==> config.mk <==
export PLATFORM = sky130hd
export DESIGN_NAME = dsp_fetch
export DESIGN_NICKNAME = d
export VERILOG_FILES = /design/src/rtl/dsp_fetch_pkg.sv /design/src/rtl/dsp_fetch_skid.sv /design/src/rtl/dsp_fetch.sv
export SDC_FILE = /design/constraint.sdc
export NUM_CORES = 1
export LEC_CHECK = 0
export ABC_AREA = 1
export ABC_CLOCK_PERIOD_IN_PS = 3000
export BUFFER_PORTS_ARGS = -buffer_cell sky130_fd_sc_hd__buf_2
export CORE_MARGIN = 4
export CORE_UTILIZATION = 50
export DETAILED_ROUTE_END_ITERATION = 16
export GPL_ROUTABILITY_DRIVEN = 0
export PLACE_DENSITY = 0.72
export SLEW_MARGIN = 20
export SYNTH_ARGS = -nofsm -noshare
export SYNTH_HDL_FRONTEND = slang
export SYNTH_HIERARCHICAL = 1
export SYNTH_SLANG_ARGS = --single-unit
==> constraint.sdc <==
create_clock -name clk -period 3 [get_ports clk]
set_input_delay 0.6 -clock clk [delete_from_list [all_inputs] [get_ports clk]]
set_output_delay 0.6 -clock clk [all_outputs]
set_load 0.05 [all_outputs]
==> src/rtl/dsp_fetch_pkg.sv <==
// dsp_fetch_pkg: constants, types and flow-code helper shared by the fetch stage.
package dsp_fetch_pkg;
   localparam int INST_WORD_LEN = 32;
   localparam logic [2:0] FLOW_NONE = 3'd0;
   localparam logic [2:0] FLOW_JMP  = 3'd1;
   localparam logic [2:0] FLOW_BEZ  = 3'd2;
   localparam logic [2:0] FLOW_BNEZ = 3'd3;
   localparam logic [2:0] FLOW_BEQ  = 3'd4;
   localparam logic [15:0] PC_RESET = 16'h0000;
   typedef logic [15:0] pc_t;
   typedef logic [INST_WORD_LEN-1:0] word_t;
   function automatic logic flow_taken(input logic [2:0] mode, input logic taken);
      return mode == FLOW_JMP || (taken && (mode == FLOW_BEZ || mode == FLOW_BNEZ || mode == FLOW_BEQ));
   endfunction
endpackage

==> src/rtl/dsp_fetch_skid.sv <==
// fetch_skid: one-entry holding register for a word fetched while decode is stalled.
module fetch_skid
   import dsp_fetch_pkg::*;
(
   input  logic                     clk,
   input  logic                     rst_n,
   input  logic                     load,
   input  logic                     unload,
   input  logic                     clear,
   input  logic [INST_WORD_LEN-1:0] d_data,
   input  logic [15:0]              d_pc,
   output logic [INST_WORD_LEN-1:0] q_data,
   output logic [15:0]              q_pc,
   output logic                     full
);
   always_ff @(posedge clk or negedge rst_n) begin
      if (!rst_n) begin
         q_data <= '0;
         q_pc   <= '0;
         full   <= 1'b0;
      end else begin
         if (load) begin
            q_data <= d_data;
            q_pc   <= d_pc;
         end
         full <= clear ? 1'b0 : load ? 1'b1 : unload ? 1'b0 : full;
      end
   end
endmodule

==> src/rtl/dsp_fetch.sv <==
// dsp_fetch: instruction fetch stage with stall skid buffer and redirect flush handling.
module dsp_fetch
   import dsp_fetch_pkg::*;
(
   input  logic                     clk,
   input  logic                     rst_n,
   output logic                     imem_req,
   output logic [15:0]              imem_addr,
   input  logic                     imem_ack,
   input  logic [INST_WORD_LEN-1:0] imem_rdata,
   input  logic                     stall,
   input  logic                     redirect_valid,
   input  logic [2:0]               flow_mode,
   input  logic                     branch_taken,
   input  logic [15:0]              jaddress,
   output logic [INST_WORD_LEN-1:0] instruction,
   output logic                     inst_valid,
   output logic [15:0]              pc_out
);
   localparam logic [1:0] IDLE = 2'd0, REQ = 2'd1, HOLD = 2'd2, FLUSH = 2'd3;
   logic [1:0] state;
   logic [15:0] pc, flush_addr, skid_pc;
   logic [INST_WORD_LEN-1:0] skid_data;
   logic redir, consumed, skid_load, skid_unload, skid_full;
   assign redir = redirect_valid && flow_taken(flow_mode, branch_taken);
   assign consumed = !stall || !inst_valid;
   assign imem_req = state == REQ || state == FLUSH;
   assign imem_addr = state == FLUSH ? flush_addr : pc;
   assign skid_load = !redir && state == REQ && imem_ack && !consumed;
   assign skid_unload = !redir && state == HOLD && !stall;
   fetch_skid u_skid (
      .clk    (clk),
      .rst_n  (rst_n),
      .load   (skid_load),
      .unload (skid_unload),
      .clear  (redir),
      .d_data (imem_rdata),
      .d_pc   (pc),
      .q_data (skid_data),
      .q_pc   (skid_pc),
      .full   (skid_full)
   );
   always_ff @(posedge clk or negedge rst_n) begin
      if (!rst_n) begin
         state       <= IDLE;
         pc          <= PC_RESET;
         flush_addr  <= PC_RESET;
         instruction <= '0;
         pc_out      <= '0;
         inst_valid  <= 1'b0;
      end else if (redir) begin
         // an outstanding request must still drain its ack before the new pc is used
         pc         <= jaddress;
         inst_valid <= 1'b0;
         flush_addr <= imem_addr;
         state      <= (imem_req && !imem_ack) ? FLUSH : REQ;
      end else begin
         case (state)
            IDLE: state <= REQ;
            REQ: begin
               if (imem_ack) begin
                  pc <= pc + 16'd1;
                  if (consumed) begin
                     instruction <= imem_rdata;
                     pc_out      <= pc;
                     inst_valid  <= 1'b1;
                  end else begin
                     state <= HOLD;
                  end
               end else if (!stall) begin
                  inst_valid <= 1'b0;
               end
            end
            HOLD: begin
               if (!stall) begin
                  instruction <= skid_data;
                  pc_out      <= skid_pc;
                  inst_valid  <= skid_full;
                  state       <= REQ;
               end
            end
            FLUSH: if (imem_ack) state <= REQ;
            default: state <= IDLE;
         endcase
      end
   end
endmodule
Word-level counts from Yosys, hierarchy flattened
Cells that the tools add are included.
{"block": "word_totals", "elab_cells": 83, "out_inout_bits": 66, "ff_bits": 132, "inputBits": 57}
{"block": "op_classes", "muxes": 28, "n_eq_ne": 16, "n_bitwise": 1, "add_sub_neg": 1, "reduce_logical": 28}
{"operator": "two-way mux 16 bit", "n": 7}
{"operator": "two-way mux 32 bit", "n": 3}
{"operator": "case mux 32 bit (2 select lines)", "n": 1}
{"operator": "case mux 16 bit (2 select lines)", "n": 1}
{"operator": "adder 16 x 1 -> 16 bit (second input constant)", "n": 1}
{"operator": "two-way mux 2 bit", "n": 6}
{"operator": "!= test 3 bit (second input constant)", "n": 4}
{"operator": "logical AND 1 bit", "n": 8}
{"operator": "two-way mux 1 bit", "n": 8}
{"operator": "!= test 4 bit (second input constant)", "n": 2}
{"operator": "case mux 2 bit (4 select lines)", "n": 1}
{"operator": "AND reduction 4 bit", "n": 2}
{"operator": "== test 3 x 2 -> 1 bit (second input constant)", "n": 2}
{"operator": "!= test 2 bit (second input constant)", "n": 3}
{"operator": "nonzero test 2 bit", "n": 3}
{"operator": "nonzero test 3 bit", "n": 2}
{"operator": "logical NOT 1 bit", "n": 5}
{"operator": "logical OR 1 bit", "n": 5}
{"operator": "AND reduction 5 bit", "n": 1}
{"operator": "== test 2 bit (second input constant)", "n": 2}
{"operator": "== test 3 x 1 -> 1 bit (second input constant)", "n": 1}
{"operator": "== test 3 bit (second input constant)", "n": 1}
{"operator": "== test 2 x 1 -> 1 bit (second input constant)", "n": 1}
{"operator": "logical NOT 2 bit", "n": 1}
{"operator": "other kinds (3)", "n": 3}

Depth between registers and ports, before layout
{"block": "logic_depth", "ltp_word": 12, "ltp_mapped": 12, "ltp_nobuf": 10}

Cells and area by module
The synthesis kept the hierarchy.
{"mod": "dsp_fetch", "cells_each": 585, "area_per_inst_um2": 4509.3, "instances": 1}
{"mod": "fetch_skid", "cells_each": 207, "area_per_inst_um2": 1839.3, "instances": 1}

Worst setup path after synthesis
Ideal clock, no wire load.
{"block": "synth_timing", "path_type": "register to output", "startpoint": "register state[0]", "endpoint": "output imem_addr[11]", "path_stages_with_launch": 4, "n_path_buf": 1, "arrival_ps": 2002, "path_slack_ps": 398, "path_cell_list": "dfrtp_1 ha_1 clkbuf_1 o21ai_0"}
{"block": "synth_between", "elab_chain_cells": 2}
{"item": "from (decl)", "line": "dsp_fetch.sv:21", "rtl": "logic [1:0] state;"}
{"item": "from (signal assigned)", "line": "dsp_fetch.sv:56", "rtl": "state <= (imem_req && !imem_ack) ? FLUSH : REQ;"}
{"item": "== test 2 bit", "line": "dsp_fetch.sv:28", "rtl": "assign imem_addr = state == FLUSH ? flush_addr : pc;"}
{"item": "two-way mux 16 bit", "line": "dsp_fetch.sv:28"}
{"item": "to (decl)", "line": "dsp_fetch.sv:8", "rtl": "output logic [15:0] imem_addr,"}
No other way between the ends.

Worst setup path after layout
Ends and elaborated chain as after synthesis.

==> impl_metrics.ini <==
[setup_path]
required_ns = 2.40
reg2regPathDepth = 8
path_class = reg2out
cp-start-kind = register
r2r_start = state[0]
crit_path_start = state[0]
r2r_slack_ns = 0.89
crit_arrival_ns = 1.89
crit_path_max_fanout = 33
endpoint_kind = output pin
reg2reg_to = u_skid/full

[timing]
rsz0062_at_grt = no
final-setup-viol-count = 0
period_minus_slack_ns = 2.49
slew_headroom = 0.364
clock_skew_ns = 0.00543
clock.fmax_mhz = 401
hold_violations = 0
whs_ns = 0.317
final.period_utilization = 0.831
finalSetupTns_ns = 0
tightest_slew_ns = 0.955
drv_slew = 0

[routing]
drcViolationCount = 0
first_pass_iters = 5
wl_per_cell_microns = 13.9
routed_wl_mm = 15.1
dr.first_iter.drc_count = 473
drt-vias-per-instance = 5.08
drtAntennaViolNets = 0
num_vias = 5517

[logic_synthesis]
yosys_register_bits = 132
synth_top_family_by_area = simple AND/OR/NAND/NOR gates
syn_avg_cell_area_sq_um = 8.02
yosysUniqueCellTypes = 25
yosysSeqAreaShare = 0.520
synth_compound_area_frac = 0.0761
synth_simple_gate_area_frac = 0.282
synth_fa_ha_area_frac = 0.00788
syn_nets = 853
synth_xor_xnor_area_share = 0
muxShareOfSynthArea = 0.0520
syn_inst = 792
syn_area_sq_mm = 0.00635
yosysWarnings = 6

[floorplanning]
die-width_microns = 121
initial_utilization = 0.520
num_rows = 40
core_sq_mm = 0.0122
ios = 123
die_area_sq_mm = 0.0146
die_y_microns = 121

[cts]
cts.sinks = 132
cts_resized = 0
cts_setup_buffers = 0
cts_max_path_buffers = 2
clkTransAtPathRegs_ns = 0.05
cts_hold_buffers = 0
cts_root_buf = clkbuf_16
cts-htree-levels = 4
insertion_delay_ns = 0.42
cts_buffers = 17
cts_tree = yes

[global_route]
grt_pass1_vias = 5052
grt_max_degree = 77
grt_overflow_total = 0
grt_pass1_wl_mm = 25.3
grt_usage = 0.215
grt_antenna_before_repair = 0

[finish]
nets = 968
drive_gt1_frac = 0.190
syn2layout_area_growth_pct = 21.2
nFillCells = 1107
diodes = 0
layout.cells.non_filler = 1086
final_core_util = 0.630

[run]
maxCapViolCount = 0

[pwr]
p_leak_nw = 4.10
p_per_area_mw_per_mm2 = 1280
peakVddDrop_uv = 805

[hold_path]
holdCritPathClass = in2async

[placement]
io_buffers = 122
dp_cells = 1056
place_hpwl_mm = 10.1

[run_status]
outcome = finished clean
power by group:
| group | internal [mW] | switching, mW | total [mW] |
|---|---|---|---|
| sequential | 2.62 | 0.532 | 3.15 |
| clock | 1.45 | 0.735 | 2.18 |
| combinational | 1.19 | 3.35 | 4.55 |
worst max path at each step:
stage | end | slack, ns | depth (start not counted)
finish | imem_addr[11] | 0.51 | 4
global route | imem_addr[6] | 0.42 | 4
CTS | imem_addr[12] | 0.50 | 4
detailed placement | u_skid/full | 0.73 | 9
global placement | u_skid/full | 0.76 | 9
floorplan | imem_addr[11] | 0.40 | 3
state kept, by name, summed over array words and instances (netlist names):
signal / count
u_skid/q_pc: 16
pc: 16
u_skid/q_data: 32
flush_addr: 16
pc_out: 16
state: 2
instruction: 32
u_skid/full: 1
inst_valid: 1
cells in the final DEF, fill, tap and decap left out, types with 2 or more instances in the layout:
cell       count
a21oi_1        7
buf_12         2
buf_2        121
buf_4         10
bufinv_16      4
clkbuf_1       2
clkbuf_16     17
clkbuf_8       3
clkinv_4       2
dfrtp_1      132
ha_1           3
inv_1         41
inv_2          5
mux2i_1       33
nand2_1      362
nand3_1       35
nand3b_1       5
nand4_1        5
nor2_1        29
o21ai_0       47
o21ai_1       41
routing by layer:
layer | global-route usage | up-vias | share of wire
met5 | 0 | - | 0
met3 | 0.0599 | 13 | 0.069
met1 | 0.306 | 2559 | 0.46
met4 | 0.0595 | 0 | 0.010
met2 | 0.325 | 192 | 0.46
li1 | - | 2753 | -
layout make-up:
| type | count | area, sq um | share of cell area |
|---|---|---|---|
| clock buffer | 22 | 474 | 0.0616 |
| clock inverter | 8 | 150 | 0.0195 |
| inverter | 46 | 173 | 0.0224 |
| multi-input combinational | 577 | 2660 | 0.346 |
| sequential | 132 | 3300 | 0.429 |
| tap | 168 | 210 | 0.0273 |
| timing repair buffer | 133 | 721 | 0.0937 |
per-stage QoR:
step / worst slack, ns / power [mW] / instance area [sq um]
floorplan: 0.398 / 6.71 / 6350
global placement: 0.759 / 7.62 / 7070
detailed placement: 0.725 / 7.71 / 7070
CTS: 0.499 / 9.94 / 7690
global route: 0.423 / 10.6 / 7690
finish: 0.508 / 9.88 / 7690
critical path, cell delays in order (launching register included):
cell and delay [ns]:
dfrtp_1 0.41, ha_1 0.21, buf_4 0.22, o21ai_0 0.31, buf_2 0.33
cell families (layout without fill, tap and decap cells):
group / count (synthesis) / count (layout)
adders and majority gates: 4 / 4
muxes: 33 / 33
AOI/OAI and AO/OA: 96 / 96
DFF: 132 / 132
buffers and inverters: 83 / 209
and+or+nand+nor: 444 / 444
cells in the mapped netlist (all sizes together):
cell,count,area share
nand2,364,0.22
dfrtp,132,0.52
o21ai,88,0.069
inv,46,0.027
nand3,36,0.030
mux2i,33,0.052
nor2,30,0.019
buf,26,0.028
clkbuf,11,0.0065
a21oi,7,0.0055
nand3b,5,0.0059
nand4,5,0.0049
ha,4,0.0079
nor3,3,0.0041
o211ai,1,0.0012
or2,1,0.00099
Power figures use the tool's default switching activity.
